## src/rtl/id_pipe.sv

```systemverilog
// Instruction-decode pipeline stage: register file with write-through bypass,
// operand/immediate decode, load-use hazard detection and a valid/ready output register.
module id_pipe #(
  parameter int DW          = 32,
  parameter int AW          = 5,
  parameter int LINK_REG    = 31,
  parameter int REGDST_BIT  = 0,
  parameter int JAL_BIT     = 13,
  parameter int MEMREAD_BIT = 14,
  parameter int ZEXT_BIT    = 15
) (
  input  logic          clk,
  input  logic          rst,
  input  logic          in_valid,
  output logic          in_ready,
  input  logic [DW-1:0] in_pc,
  input  logic [31:0]   in_ir,
  input  logic [31:0]   in_signal,
  input  logic          wb_we,
  input  logic [AW-1:0] wb_rw,
  input  logic [DW-1:0] wb_din,
  input  logic          flush,
  input  logic          out_ready,
  output logic          out_valid,
  output logic [DW-1:0] out_pc,
  output logic [31:0]   out_ir,
  output logic [31:0]   out_signal,
  output logic [AW-1:0] dst,
  output logic [AW-1:0] r1_pos,
  output logic [AW-1:0] r2_pos,
  output logic [DW-1:0] ext,
  output logic [DW-1:0] r1,
  output logic [DW-1:0] r2,
  output logic [DW-1:0] v0,
  output logic [DW-1:0] a0
);

  localparam int              NREG     = 1 << AW;
  localparam logic [AW-1:0]   LINK_IDX = AW'(LINK_REG);
  localparam logic [AW-1:0]   V0_IDX   = AW'(2);
  localparam logic [AW-1:0]   A0_IDX   = AW'(4);

  // ---------------------------------------------------------------------------
  // Register file
  // ---------------------------------------------------------------------------
  logic [DW-1:0] rf_q [NREG];
  logic          wr_en;

  assign wr_en = wb_we && !rst && (wb_rw != '0);

  // NOTE: the file must come out of reset all-zero, so it is built from resettable
  // flops rather than a RAM macro; entry 0 is never written and stays zero.
  always_ff @(posedge clk) begin
    if (rst) begin
      for (int i = 0; i < NREG; i++) rf_q[i] <= '0;
    end else if (wr_en) begin
      rf_q[wb_rw] <= wb_din;
    end
  end

  // ---------------------------------------------------------------------------
  // Decode
  // ---------------------------------------------------------------------------
  logic [AW-1:0] src1, src2, dec_dst;
  logic [DW-1:0] dec_ext, rd1, rd2;

  assign src1 = AW'(in_ir[25:21]);
  assign src2 = AW'(in_ir[20:16]);

  assign dec_dst = in_signal[JAL_BIT]    ? LINK_IDX            :
                   in_signal[REGDST_BIT] ? AW'(in_ir[15:11])   :
                                           src2;

  assign dec_ext = in_signal[ZEXT_BIT] ? DW'(in_ir[15:0]) : DW'($signed(in_ir[15:0]));

  // A read of the address being written this cycle sees the incoming data.
  assign rd1 = (src1 == '0) ? '0 : (wr_en && wb_rw == src1)   ? wb_din : rf_q[src1];
  assign rd2 = (src2 == '0) ? '0 : (wr_en && wb_rw == src2)   ? wb_din : rf_q[src2];
  assign v0  =                     (wr_en && wb_rw == V0_IDX) ? wb_din : rf_q[V0_IDX];
  assign a0  =                     (wr_en && wb_rw == A0_IDX) ? wb_din : rf_q[A0_IDX];

  // ---------------------------------------------------------------------------
  // Output register and handshake
  // ---------------------------------------------------------------------------
  logic          out_valid_q, out_valid_d;
  logic [DW-1:0] out_pc_q, out_pc_d;
  logic [31:0]   out_ir_q, out_ir_d;
  logic [31:0]   out_signal_q, out_signal_d;
  logic [AW-1:0] dst_q, dst_d;
  logic [AW-1:0] r1_pos_q, r1_pos_d;
  logic [AW-1:0] r2_pos_q, r2_pos_d;
  logic [DW-1:0] ext_q, ext_d;
  logic [DW-1:0] r1_q, r1_d;
  logic [DW-1:0] r2_q, r2_d;
  logic          hazard, accept;

  // A load still sitting in the output register cannot forward its data yet.
  assign hazard = out_valid_q && out_signal_q[MEMREAD_BIT] && (dst_q != '0) &&
                  ((dst_q == src1) || (dst_q == src2));

  assign in_ready = !rst && !flush && !hazard && (!out_valid_q || out_ready);
  assign accept   = in_valid && in_ready;

  // NOTE: every always_comb output is given its hold value first, so no path
  // leaves a signal unassigned and no latch is inferred.
  always_comb begin
    out_valid_d  = out_valid_q;
    out_pc_d     = out_pc_q;
    out_ir_d     = out_ir_q;
    out_signal_d = out_signal_q;
    dst_d        = dst_q;
    r1_pos_d     = r1_pos_q;
    r2_pos_d     = r2_pos_q;
    ext_d        = ext_q;
    r1_d         = r1_q;
    r2_d         = r2_q;
    if (flush) begin
      out_valid_d = 1'b0;
    end else if (accept) begin
      out_valid_d  = 1'b1;
      out_pc_d     = in_pc;
      out_ir_d     = in_ir;
      out_signal_d = in_signal;
      dst_d        = dec_dst;
      r1_pos_d     = src1;
      r2_pos_d     = src2;
      ext_d        = dec_ext;
      r1_d         = rd1;
      r2_d         = rd2;
    end else if (out_ready) begin
      out_valid_d = 1'b0;
    end
  end

  // NOTE: sequential state is updated only with non-blocking assignments so all
  // registers sample their next-state values from the same edge.
  always_ff @(posedge clk) begin
    if (rst) begin
      out_valid_q  <= 1'b0;
      out_pc_q     <= '0;
      out_ir_q     <= '0;
      out_signal_q <= '0;
      dst_q        <= '0;
      r1_pos_q     <= '0;
      r2_pos_q     <= '0;
      ext_q        <= '0;
      r1_q         <= '0;
      r2_q         <= '0;
    end else begin
      out_valid_q  <= out_valid_d;
      out_pc_q     <= out_pc_d;
      out_ir_q     <= out_ir_d;
      out_signal_q <= out_signal_d;
      dst_q        <= dst_d;
      r1_pos_q     <= r1_pos_d;
      r2_pos_q     <= r2_pos_d;
      ext_q        <= ext_d;
      r1_q         <= r1_d;
      r2_q         <= r2_d;
    end
  end

  assign out_valid  = out_valid_q;
  assign out_pc     = out_pc_q;
  assign out_ir     = out_ir_q;
  assign out_signal = out_signal_q;
  assign dst        = dst_q;
  assign r1_pos     = r1_pos_q;
  assign r2_pos     = r2_pos_q;
  assign ext        = ext_q;
  assign r1         = r1_q;
  assign r2         = r2_q;

endmodule

```

## config.mk

```make
export PLATFORM = sky130hd
export DESIGN_NAME = id_pipe
export DESIGN_NICKNAME = d
export VERILOG_FILES = /design/src/rtl/id_pipe.sv
export SDC_FILE = /design/constraint.sdc
export NUM_CORES = 2
export LEC_CHECK = 0
export CORE_ASPECT_RATIO = 1.1
export CORE_MARGIN = 8
export CORE_UTILIZATION = 40
export DETAILED_ROUTE_END_ITERATION = 8
export PLACE_DENSITY = 0.71
export SYNTH_ARGS = -nofsm -noshare
export SYNTH_HDL_FRONTEND = slang
export SYNTH_SLANG_ARGS = --single-unit
```

## constraint.sdc

```tcl
create_clock -name clk -period 4.4 [get_ports clk]
set_clock_uncertainty 0.1 [all_clocks]
set_input_delay 0.66 -clock clk [delete_from_list [all_inputs] [get_ports clk]]
set_output_delay 0.66 -clock clk [all_outputs]
set_load 0.03 [all_outputs]
```

==> flow_metrics.py <==
metrics = {
    "die": {
        "core-area_um2": 154000,
        "pin_count": 412,
        "die_w_um": 391,
        "dieArea_um2": 168000,
        "rows": 151,
        "die_y_um": 429,
        "initial_core_util_pct": 40.2,
    },
    "timing": {
        "finalCritPeriodShare_pct": 83.6,
        "tightest_slew_ns": 1.34,
        "max-slew-margin-rel_pct": 10.4,
        "finalSetupViolCount": 0,
        "slew_viol_final": 0,
        "finalWorstSetupSlack_ns": 0.719,
        "final.setup.tns_ns": 0,
        "hold_viol": 0,
        "fmax_mhz": 272,
        "period_needed_ns": 3.68,
        "grt_setup_unrepaired": "no",
    },
    "worst_setup_path": {
        "crit_slowest_cell": "clkdlybuf4s50_1",
        "cp.arrival_ns": 2.92,
        "crit_family": "buffers and inverters",
        "cp_num_buf_inv": 4,
        "ff2ff_path_depth": 5,
        "critPathMaxFanout": 38,
        "critical_path.endpoint_type": "output port",
        "critPathLaunchType": "primary input",
        "r2r_start": "dst[0]",
        "r2r-end": "r1[4]",
        "cp_common_cell": "buf_4",
        "crit_type": "primary input to output port",
        "path_cells": "clkdlybuf4s50_1, nor2b_1, buf_4, nand3b_1, nor2_4, buf_12, mux2_2, buf_4",
        "required_ns": 3.64,
        "max_stage_delay_ns": 0.47,
        "ff2ff_setup_slack_ns": 1.52,
    },
    "clocking": {
        "cts_root_buf": "clkbuf_16",
        "cts.path.max_buffers": 3,
        "clk_pin_slew_worst_paths_ns": 0.06,
        "cts_tree": "built",
        "cts.sinks": 1191,
        "holdBufCountCts": 0,
        "htree_levels": 3,
        "postCtsResizedCells": 0,
        "clk_latency_ns": 0.74,
        "cts_inserted_buffers": 111,
        "postCtsSetupBuffers": 0,
    },
    "logic_synthesis": {
        "netlist_top_cells_area": "edfxtp_1 50%, mux4_2 15%, nor3_1 6.8%",
        "synth_area_per_cell_um2": 13.3,
        "yosys_warnings": 0,
        "async_reset_ff_share_pct": 0,
        "synth-seq-area-share_pct": 55.0,
        "synth_top_area_cell": "edfxtp_1",
        "synthFlopType": "edfxtp_1",
        "synth_edf_count": 1024,
        "synth_top_area_share_pct": 49.6,
        "synth_cells": 4670,
        "synth_area_um2": 61900,
        "synth-seq-cells": 1191,
        "yosysUniqueCellTypes": 57,
    },
    "power_and_ir_drop": {
        "switching_power_uw": 7260,
        "cellLeakagePower_uw": 0.0235,
        "pwr-share-seq_pct": 48.5,
        "powerDensity_nw_per_um2": 378,
        "pwr-share-comb_pct": 14.3,
        "ir_drop_uv": 302,
        "switching_share_pct": 26.6,
        "p_int_uw": 20100,
        "clockPowerShare_pct": 37.2,
    },
    "hold_path": {
        "hold_start": "out_signal[16]",
        "hold_class": "flip-flop to flip-flop",
        "hold_path_depth": 2,
        "hold_end": "out_signal[16]",
    },
    "global_routing": {
        "track_usage_pct": 25.3,
        "grt_pass1_vias": 44852,
        "grt_pass1_wl_mm": 317,
        "grt_max_degree": 149,
        "grt.overflow.total": 0,
        "antenna_found_initial": 12,
    },
    "placed_design": {
        "dp.cells": 6810,
        "place.gp.congestion": 0.940,
        "dp_hpwl_mm": 147,
        "io_buffers": 411,
        "pre_cts_ws_ns": 0.616,
    },
    "cells_and_area": {
        "final_common_cell": "edfxtp_1",
        "final_cell_mix": "1024 x edfxtp_1, 842 x nor3_1, 412 x mux4_2",
        "fin_cells": 7028,
        "drive_above_1_share_pct": 21.4,
        "area_growth_syn_to_layout_pct": 16.8,
        "fin_nets": 4997,
        "fillers": 13250,
    },
    "detailed_routing": {
        "drt_iter0_markers": 6069,
        "drc": 0,
        "wl_mm": 222,
        "detailedRoute.firstPassIterationCount": 6,
        "wl_per_cell_um": 31.5,
        "final_antenna_net_count": 0,
        "vias": 45567,
        "drt-vias-per-instance": 6.48,
    },
    "flow_run": {
        "cap_violations": 0,
    },
    "status": {
        "status": "finished clean",
    },
}
[power groups by stage]
stage          registers, µW  logic (µW)  clock network, µW
2_1_floorplan          13400        2240                  0
3_3_place_gp           13400        3800                  0
3_5_place_dp           13500        3840                  0
4_1_cts                13200        3860              10200
5_1_grt                13300        4040              10600
6_report               13200        3920              10200
[per-stage QoR]
step,utilization (%),cell area [µm²],power [µW],hold WS [ns]
after floorplan,-,62100,15700,0.481
after global placement,44.5,68600,17200,0.342
after detailed placement,44.5,68600,17300,0.347
after CTS,47.0,72400,27300,0.341
after global routing,47.0,72400,27900,0.371
final,47.0,72400,27300,0.353
[how the worst max path moves through the flow]
| stage | startpoint | to | slack (ns) | depth (start not counted) |
|---|---|---|---|---|
| 6_report | wb_we | v0[12] | 0.72 | 8 |
| 4_1_cts | in_ir[25] | in_ready | 0.72 | 7 |
| 3_3_place_gp | wb_rw[3] | r1[3] | 0.57 | 9 |
| 5_1_grt | wb_we | v0[12] | 0.62 | 8 |
| 3_5_place_dp | wb_rw[3] | r1[3] | 0.62 | 9 |
| 2_1_floorplan | wb_we | rf_q[2][0] | -0.12 | 6 |
[tightest hold or removal path, cell delays in order, from the launching register on]
cell,delay (ns)
dfxtp_1,0.31
nand2_1,0.05
a21oi_1,0.05
[state kept, by name (all words and copies together) (netlist names)]
name	count
out_valid	1
out_pc	32
out_signal	32
ext	1
r2	32
dst	5
out_ir	32
r1	32
rf_q	1024
[cell usage after synthesis, types with 11 or more instances]
cell,n
clkbuf_1,358
dfxtp_1,167
o221ai_1,36
nor4_1,16
a2111oi_0,11
a21oi_1,146
a32oi_1,11
buf_4,81
a221oi_1,15
mux2i_1,351
inv_1,27
nand2_1,262
mux2_1,32
nor2b_1,35
mux2_2,93
buf_1,27
edfxtp_1,1024
buf_6,15
mux4_2,412
xor2_1,14
a211oi_1,24
nand3_1,43
a211oi_2,19
nor2_1,72
o22ai_1,65
and2_1,191
buf_2,113
o21ai_0,35
nor3_1,842
a22oi_1,50
[routing by layer]
layer | track usage (%) | routed length (µm) | up-vias
met5 | 0 | 84 | -
met4 | 13.3 | 13300 | 14
met3 | 5.96 | 27400 | 628
met2 | 41.3 | 105000 | 3441
met1 | 31.0 | 76000 | 22973
li1 | - | - | 18511
[cell families (layout without fill, tap and decap cells)]
kind of cell / count (synthesis) / count (layout) / synth area share [%]
other: 1 / 38 / 0.00605
buffers and inverters: 622 / 878 / 4.67
multiplexers: 888 / 888 / 22.9
AND/OR/NAND/NOR: 1491 / 1491 / 12.0
XOR/XNOR: 20 / 20 / 0.283
flip-flops: 1191 / 1191 / 55.0
AO/OA/AOI/OAI: 457 / 457 / 5.07
[cell type report]
class / count / area [µm²] / share of cell area (%)
Multi-Input combinational cell: 2888 / 25500 / 35.3
Clock buffer: 133 / 2900 / 4.01
Tap cell: 2065 / 2580 / 3.57
Antenna cell: 6 / 15.0 / 0.0207
Sequential cell: 1191 / 34100 / 47.1
Inverter: 28 / 108 / 0.149
Clock inverter: 79 / 873 / 1.21
Timing Repair Buffer: 638 / 6250 / 8.64
Note: power is estimated with default switching activity, not from simulation.
